$ cat config.mk
export PLATFORM = sky130hd
export DESIGN_NAME = updown_dir_ctrl
export DESIGN_NICKNAME = d
export VERILOG_FILES = /design/src/rtl/updown_dir_ctrl.sv
export SDC_FILE = /design/constraint.sdc
export NUM_CORES = 1
export LEC_CHECK = 0
export BUFFER_PORTS_ARGS = -buffer_cell sky130_fd_sc_hd__buf_4
export CORE_UTILIZATION = 35
export CTS_CLUSTER_DIAMETER = 120
export CTS_CLUSTER_SIZE = 30
export DETAILED_ROUTE_END_ITERATION = 10
export PLACE_DENSITY = 0.58
export RECOVER_POWER = 50
export SLEW_MARGIN = 20
export SYNTH_ARGS = -nofsm -noshare
export SYNTH_HDL_FRONTEND = slang
export SYNTH_SLANG_ARGS = --single-unit
$ cat constraint.sdc
create_clock -name clk -period 4.71 [get_ports clk]
set_clock_uncertainty 0.2 [all_clocks]
set_input_delay 0.942 -clock clk [delete_from_list [all_inputs] [get_ports clk]]
set_output_delay 0.942 -clock clk [all_outputs]
set_load 0.01 [all_outputs]
$ cat src/rtl/updown_dir_ctrl.sv
// Direction controller for a WIDTH-bit up/down counter: debounced button toggle or auto ping-pong.
// Optional build macro DIR_CTRL_LOCK_EN adds a lock input that discards all toggle requests.
module updown_dir_ctrl #(
    parameter int unsigned WIDTH           = 4,
    parameter int unsigned DEBOUNCE_CYCLES = 4,
    parameter int unsigned TCNT_W          = 8
) (
    input  logic              clk,
    input  logic              rst,
    input  logic              btn,
    input  logic              mode,
`ifdef DIR_CTRL_LOCK_EN
    input  logic              lock,
`endif
    input  logic [WIDTH-1:0]  count_in,
    output logic              up_down,
    output logic              dir_changed,
    output logic [TCNT_W-1:0] toggle_count
);

    localparam int unsigned DEB_W = (DEBOUNCE_CYCLES > 2) ? $clog2(DEBOUNCE_CYCLES) : 1;
    localparam logic [DEB_W-1:0] DebLast  = DEB_W'(DEBOUNCE_CYCLES - 1);
    localparam logic [WIDTH-1:0] LimHiVal = {{(WIDTH-1){1'b1}}, 1'b0};
    localparam logic [WIDTH-1:0] LimLoVal = WIDTH'(1);

    localparam logic [0:0] StDown = 1'b0;
    localparam logic [0:0] StUp   = 1'b1;

    logic              s1_q, s2_q;
    logic              deb_level_q, deb_level_d;
    logic [DEB_W-1:0]  deb_cnt_q, deb_cnt_d;
    logic              deb_prev_q;
    logic              press_q, press_d;
    logic [0:0]        state_q, state_d;
    logic              dir_changed_q;
    logic [TCNT_W-1:0] toggle_count_q, toggle_count_d;
    logic              lim_hi, lim_lo, toggle_req, toggle;

    // Level is accepted on the DEBOUNCE_CYCLES-th consecutive differing sample.
    always_comb begin
        deb_cnt_d   = deb_cnt_q;
        deb_level_d = deb_level_q;
        if (s2_q == deb_level_q) begin
            deb_cnt_d = '0;
        end else if (deb_cnt_q == DebLast) begin
            deb_level_d = s2_q;
            deb_cnt_d   = '0;
        end else begin
            deb_cnt_d = deb_cnt_q + DEB_W'(1);
        end
    end

    assign press_d = deb_level_q & ~deb_prev_q;

    // Limits fire one count early so the registered direction lands as the counter hits MAX or 0.
    assign lim_hi     = mode & (state_q == StUp) & (count_in == LimHiVal);
    assign lim_lo     = mode & (state_q == StDown) & (count_in == LimLoVal);
    assign toggle_req = press_q | lim_hi | lim_lo;

`ifdef DIR_CTRL_LOCK_EN
    assign toggle = toggle_req & ~lock;
`else
    assign toggle = toggle_req;
`endif

    always_comb begin
        state_d        = state_q;
        toggle_count_d = toggle_count_q;
        if (toggle) begin
            state_d        = (state_q == StUp) ? StDown : StUp;
            toggle_count_d = toggle_count_q + TCNT_W'(1);
        end
    end

    always_ff @(posedge clk or negedge rst) begin
        if (!rst) begin
            s1_q           <= 1'b0;
            s2_q           <= 1'b0;
            deb_level_q    <= 1'b0;
            deb_cnt_q      <= '0;
            deb_prev_q     <= 1'b0;
            press_q        <= 1'b0;
            state_q        <= StUp;
            dir_changed_q  <= 1'b0;
            toggle_count_q <= '0;
        end else begin
            s1_q           <= btn;
            s2_q           <= s1_q;
            deb_level_q    <= deb_level_d;
            deb_cnt_q      <= deb_cnt_d;
            deb_prev_q     <= deb_level_q;
            press_q        <= press_d;
            state_q        <= state_d;
            dir_changed_q  <= toggle;
            toggle_count_q <= toggle_count_d;
        end
    end

    assign up_down      = (state_q == StUp);
    assign dir_changed  = dir_changed_q;
    assign toggle_count = toggle_count_q;

endmodule

# Word level (Yosys, flattened, before mapping)
# Cells that the tools add are included.
[classes] n_mux=3 bitwise=10 addsub=2 eq_ne=4 n_reduce_logical=1
[op_table] operator="$add A8 B1 Y8 const B" n=1
[op_table] operator="$and A1 B1 Y1" n=5
[op_table] operator="$eq A4 B1 Y1 const B" n=1
[op_table] operator="$eq A4 B4 Y1 const B" n=1
[op_table] operator="$mux W2" n=2
[op_table] operator="$not A1 Y1" n=3
[op_table] operator="$add A2 B1 Y2 const B" n=1
[op_table] operator="$eq A2 B2 Y1 const B" n=1
[op_table] operator="$or A1 B1 Y1" n=2
[op_table] operator="$reduce_and A2 Y1" n=1
[op_table] operator="$eq A1 B1 Y1" n=1
[op_table] operator="$mux W1" n=1
[word_totals] input_bits=8 elab_cells=29 regBits=17 output_inout_bits=10

# Longest topological paths before layout
# Gate-level depths: netlist of run 1.
[depth] word_depth=4 ltp_mapped=4

# Worst setup path after synthesis of run 1
# Ideal clock, no wire load.
[synth_timing] kind="input -> register" from="input count_in[1]" to="register toggle_count_q[1] (netlist: toggle_count[1])" path_slack_ns=2.641 stages=4 arrival_ns=1.744 setup_ns=0.125 cell_sequence="and4bb_1 a21oi_4 nand2_4 mux2_4"
[synth_via] elab_chain_cells=4 elab_cells_between_ends=6
[synth_rtl] element="start, declared" line="15" source="input logic [WIDTH-1:0] count_in,"
[synth_rtl] element="$eq A4 B4 Y1" line="56" source="assign lim_hi = mode & (state_q == StUp) & (count_in == LimHiVal);"
[synth_rtl] element="$and A1 B1 Y1" line="56"
[synth_rtl] element="$or A1 B1 Y1" line="58" source="assign toggle_req = press_q | lim_hi | lim_lo;"
[synth_rtl] element="$or A1 B1 Y1 *" line="58"
[synth_rtl] element="net toggle" line="37" source="logic lim_hi, lim_lo, toggle_req, toggle;"
[synth_rtl] element="end signal, assigned" line="95" source="toggle_count_q <= toggle_count_d;"
[synth_rtl] element="end, declared" line="36" source="logic [TCNT_W-1:0] toggle_count_q, toggle_count_d;"
# The timed path passes the listed nets; every way through them passes the cells marked *.
# A chain may end at the register's enable or synchronous reset.

# Worst setup path after layout of run 1
[layout_timing] from="register state_q (netlist: up_down)" to="output up_down"
[layout_rtl] element="start, declared" line="34" source="logic [0:0] state_q, state_d;"
[layout_rtl] element="start signal, assigned" line="83" source="state_q <= StUp;"
[layout_rtl] element="start signal, assigned" line="93" source="state_q <= state_d;"
[layout_rtl] element="end, declared" line="16" source="output logic up_down,"
# No word-level cell between the ends.

==> results of run 1 <==
registers in the layout, indices dropped and copies added (netlist names):
signal / flops
toggle_count: 8
s2_q: 1
press_q: 1
s1_q: 1
deb_level_q: 1
deb_cnt_q: 2
dir_changed: 1
up_down: 1
deb_prev_q: 1
power breakdown:
part           switching, mW  internal (mW)
Combinational         0.0803          0.101
Clock                 0.0437         0.0315
Sequential            0.0521          0.204
Total                  0.176          0.337
cell usage after synthesis:
cell | instances | area, sq um
nor2_1 | 1 | 3.75
nor2b_1 | 2 | 12.5
a21oi_1 | 3 | 15.0
dfstp_2 | 1 | 26.3
nand3_4 | 1 | 17.5
and4b_1 | 1 | 10.0
a21oi_4 | 1 | 16.3
and4bb_1 | 1 | 12.5
a211oi_1 | 2 | 15.0
a21boi_0 | 1 | 7.51
mux2_4 | 1 | 15.0
nand2_4 | 1 | 11.3
nand2_1 | 3 | 11.3
mux2_2 | 1 | 11.3
nand3_1 | 3 | 15.0
dfrtp_1 | 16 | 400
xnor2_1 | 1 | 8.76
ha_1 | 2 | 25.0
xor2_1 | 8 | 70.1
nor3_1 | 1 | 5.00
and4_1 | 1 | 8.76
path summary, 6_finish.rpt:
kind,end,cells past startpoint,startpoint
min reg2reg,s2_q,0,s1_q
max reg2reg,toggle_count[1],4,up_down
max in group asynchronous,deb_prev_q,1,rst
min,s2_q,0,s1_q
min in group asynchronous,toggle_count[5],1,rst
max,up_down,1,up_down
logic make-up after synthesis:
kind of cell	count (synthesis)
flops	17
compound gates	7
simple gates	15
xor+xnor	9
mux	2
fa+ha+maj	2
metal layers:
| layer | part of all wire (%) | global-route usage [%] |
|---|---|---|
| met5 | 0 | 0 |
| met4 | 0.81 | 6.86 |
| met3 | 5.1 | 2.31 |
| met2 | 40 | 14.0 |
| met1 | 54 | 16.6 |
final cells by class:
class / instances / area [sq um] / share of cell area, %
Clock buffer: 3 / 22.5 / 2.49
Sequential cell: 17 / 427 / 47.2
Multi-Input combinational cell: 35 / 292 / 32.3
Clock inverter: 1 / 5.00 / 0.554
Timing Repair Buffer: 17 / 124 / 13.7
Tap cell: 27 / 33.8 / 3.74
==> flow_metrics.env, run 1 <==
export IMPL_outcome="finished clean"
export IMPL_synthXorXnorAreaFrac_pct=11.0
export IMPL_portBuffers=17
export IMPL_final_hold_viol_count=0
export IMPL_first_pass_iters=4
export IMPL_slew_violations=0
export IMPL_total_power_mw=0.513
export IMPL_rsz0062_at_grt="no"
export IMPL_cts_htree_levels=1
export IMPL_synth_mux_area_share_pct=3.66
export IMPL_numCtsBuffers=3
export IMPL_hold_worst_slack_ns=0.161
export IMPL_die_area_sq_um=2240
export IMPL_clock_sinks=17
export IMPL_dpl_cell_count=96
export IMPL_worstSetupPathType="flop to primary output"
export IMPL_yosysSeqAreaShare_pct=59.4
export IMPL_clk_path_buf_depth=2
export IMPL_cpPeakStageDelay_ns=0.57
export IMPL_avgSynthCellArea_sq_um=13.8
export IMPL_post_route_period_util_pct=45.0
export IMPL_cap_violations=0
export IMPL_grt_max_degree=18
export IMPL_gp_congestion=0.693
export IMPL_grt_pass1_vias=381
export IMPL_layout_common_cells="dfrtp_1, buf_4, xor2_1"
export IMPL_synth_simple_area_share_pct=15.0
export IMPL_worst_path_max_fanout=4
export IMPL_timing_fmax_mhz=471
export IMPL_cts_setup_buffers=0
export IMPL_antenna_found_initial=0
export IMPL_ant_nets=0
export IMPL_cts_resized=0
export IMPL_yosysWarnings=0
export IMPL_crit_required_ns=3.57
export IMPL_grt_overflow=0
export IMPL_tightest_slew_ns=0.862
export IMPL_diodes=0
export IMPL_reg2reg_setup_slack_ns=2.97
export IMPL_setup_viol=0
export IMPL_path_buf_inv=1
export IMPL_drcViolationCount=0
export IMPL_power_density_nw_per_um2=568
export IMPL_fin_crit_ns=2.12
export IMPL_fin_cells=100
export IMPL_post_dp_cell_area_sq_um=880
export IMPL_hold_class="flop to flop"
export IMPL_post_place_ws_ns=2.47
export IMPL_leakage_nw=0.441
export IMPL_fin_tns_setup_ns=0
export IMPL_drtIter0Drc=4
export IMPL_start_util_pct=37.0
export IMPL_worst_ep_arrival_time_ns=0.98
export IMPL_cts_tree="done"
export IMPL_endpoint_kind="primary output"
export IMPL_crit_family="flip-flops"
export IMPL_ios=18
export IMPL_vdd_ir_drop_worst_mv=0.246
export IMPL_maxSlewHeadroom_pct=42.6
export IMPL_critPathLaunchType="flop"
export IMPL_finalWirelength_mm=1.11
export IMPL_drive_gt1_share_pct=35.6
export IMPL_slowest_stage="dfstp_2"
export IMPL_cts_hold_buf=0
export IMPL_drt_vias_per_instance=4.35
export IMPL_syn2layout_area_growth_pct=25.8
export IMPL_synthAdderAreaFrac_pct=3.48
export IMPL_die_width_um=47.3
export IMPL_stdcell_area_sq_um=903
export IMPL_synth_top_family_by_area="simple AND/OR/NAND/NOR gates"
export IMPL_nets=84
export IMPL_clockRootBuffer="clkbuf_4"
export IMPL_vias=435
export IMPL_hpwl_um=835
export IMPL_clk_latency_ns=0.28
export IMPL_synth_seq_cells=17
export IMPL_crit_path_cell_trace="buf_4"
export IMPL_fin_util_pct=46.5
export IMPL_routedWlPerCell_um=11.1
export IMPL_synth_nets=62
export IMPL_syn_area_sq_um=718
export IMPL_clk_pin_slew_worst_paths_ns=0.09
export IMPL_grt_pass1_wl_mm=1.66
export IMPL_grt_usage_pct=11.0
export IMPL_core_area_sq_um=1940
export IMPL_layout_commonest_cell="dfrtp_1"
export IMPL_rows=16
export IMPL_fin_ws_ns=2.59
export IMPL_fillerInstances=184
export IMPL_yosysUniqueCellTypes=21
export IMPL_synth_compound_area_share_pct=7.49
export IMPL_die_h_um=47.3
export IMPL_synth_cells=52
Power figures use the tool's default switching activity.
==> run 2, diff against run 1 <==
- clock period: 4.71 -> 2 ns (I/O delays scaled with it)
==> flow_metrics.env, run 2 (synthesis results as in run 1) <==
export IMPL_fin_crit_ns=1.72
export IMPL_die_h_um=47.3
export IMPL_total_power_mw=1.20
export IMPL_layout_common_cells="dfrtp_1, buf_4, xor2_1"
export IMPL_worstSetupPathType="flop to flop"
export IMPL_slowest_stage="dfstp_2"
export IMPL_slew_violations=0
export IMPL_vias=457
export IMPL_finalWirelength_mm=1.10
export IMPL_reg2reg_setup_slack_ns=0.28
export IMPL_drive_gt1_share_pct=33.3
export IMPL_cts_setup_buffers=0
export IMPL_ios=18
export IMPL_leakage_nw=0.447
export IMPL_endpoint_kind="flop"
export IMPL_clockRootBuffer="clkbuf_4"
export IMPL_worst_path_max_fanout=7
export IMPL_gp_congestion=0.700
export IMPL_path_buf_inv=0
export IMPL_grt_pass1_wl_mm=1.66
export IMPL_crit_family="flip-flops"
export IMPL_layout_commonest_cell="dfrtp_1"
export IMPL_clk_latency_ns=0.28
export IMPL_fillerInstances=184
export IMPL_post_route_period_util_pct=85.9
export IMPL_setup_viol=0
export IMPL_numCtsBuffers=3
export IMPL_first_pass_iters=4
export IMPL_final_hold_viol_count=0
export IMPL_grt_usage_pct=11.4
export IMPL_grt_max_degree=18
export IMPL_rr_worst_depth=4
export IMPL_die_area_sq_um=2240
export IMPL_grt_pass1_vias=371
export IMPL_syn2layout_area_growth_pct=28.4
export IMPL_crit_path_cell_trace="and4bb_1 > a21oi_4 > nand2_4 > mux2_4"
export IMPL_grt_overflow=0
export IMPL_routedWlPerCell_um=10.8
export IMPL_antenna_found_initial=0
export IMPL_rsz0062_at_grt="no"
export IMPL_ant_nets=0
export IMPL_outcome="finished clean"
export IMPL_worst_ep_arrival_time_ns=1.69
export IMPL_timing_fmax_mhz=582
export IMPL_cpPeakStageDelay_ns=0.56
export IMPL_drt_vias_per_instance=4.48
export IMPL_post_place_ws_ns=0.282
export IMPL_critPathLaunchType="flop"
export IMPL_cts_resized=0
export IMPL_drtIter0Drc=8
export IMPL_holdPathEnd="s2_q"
export IMPL_fin_ws_ns=0.282
export IMPL_hold_path_cell_count=0
export IMPL_cts_tree="done"
export IMPL_r2r_end="toggle_count[1]"
export IMPL_rows=16
export IMPL_vdd_ir_drop_worst_mv=0.643
export IMPL_cap_violations=0
export IMPL_core_area_sq_um=1940
export IMPL_clk_path_buf_depth=2
export IMPL_fin_tns_setup_ns=0
export IMPL_cts_htree_levels=1
export IMPL_cts_hold_buf=1
export IMPL_hold_class="flop to flop"
export IMPL_tightest_slew_ns=0.883
export IMPL_drcViolationCount=0
export IMPL_power_density_nw_per_um2=1300
export IMPL_start_util_pct=37.0
export IMPL_largest_reg_flops=8
export IMPL_crit_required_ns=1.97
export IMPL_clk_pin_slew_worst_paths_ns=0.09
export IMPL_reg2reg_from="up_down"
export IMPL_portBuffers=17
export IMPL_hold_start="s1_q"
export IMPL_clock_sinks=17
export IMPL_maxSlewHeadroom_pct=41.1
export IMPL_die_width_um=47.3
export IMPL_nets=86
export IMPL_diodes=0
==> run 2: changes by cell type in the layout (fill, tap and decap cells not counted) <==
cell and delta:
clkinv_2 -1, dlygate4sd3_1 +2, clkbuf_1 +1
==> run 2: worst max path at each step <==
stage / endpoint / slack (ns) / cells past startpoint / from
3_3_place_gp: toggle_count[1] / 0.31 / 4 / up_down
2_1_floorplan: toggle_count[1] / 0.32 / 4 / up_down
4_1_cts: toggle_count[1] / 0.26 / 4 / up_down
6_report: toggle_count[1] / 0.28 / 4 / up_down
5_1_grt: toggle_count[1] / 0.21 / 4 / up_down
3_5_place_dp: toggle_count[1] / 0.28 / 4 / up_down
==> run 2: power breakdown <==
| group | switching [mW] | internal [mW] |
|---|---|---|
| Sequential | 0.120 | 0.481 |
| Combinational | 0.189 | 0.242 |
| Clock | 0.0933 | 0.0774 |
==> run 2: area by class of cell <==
type                       count  area [sq um]  share of cell area, %
tap                           27          33.8                   3.66
timing repair buffer          19           144                   15.6
sequential                    17           427                   46.3
clock buffer                   4          26.3                   2.85
multi-input combinational     35           292                   31.6
==> run 2: stage by stage <==
step           instance area, sq um  instances  hold WS, ns  utilization [%]
6_report                        922        102        0.154             47.5
5_1_grt                         922        102        0.179             47.5
4_1_cts                         916        101      0.00304             47.2
3_5_place_dp                    880         96       0.0750             45.3
3_3_place_gp                    880         96       0.0740             45.3
2_1_floorplan                   718         52      -0.0956                -
==> run 2: routing by layer <==
| layer | global-route usage, % | wire (um) | up-vias |
|---|---|---|---|
| li1 | - | - | 227 |
| met1 | 16.6 | 580 | 214 |
| met2 | 14.2 | 432 | 14 |
| met3 | 2.69 | 70 | 2 |
| met4 | 8.57 | 14 | 0 |
| met5 | 0 | 0 | - |
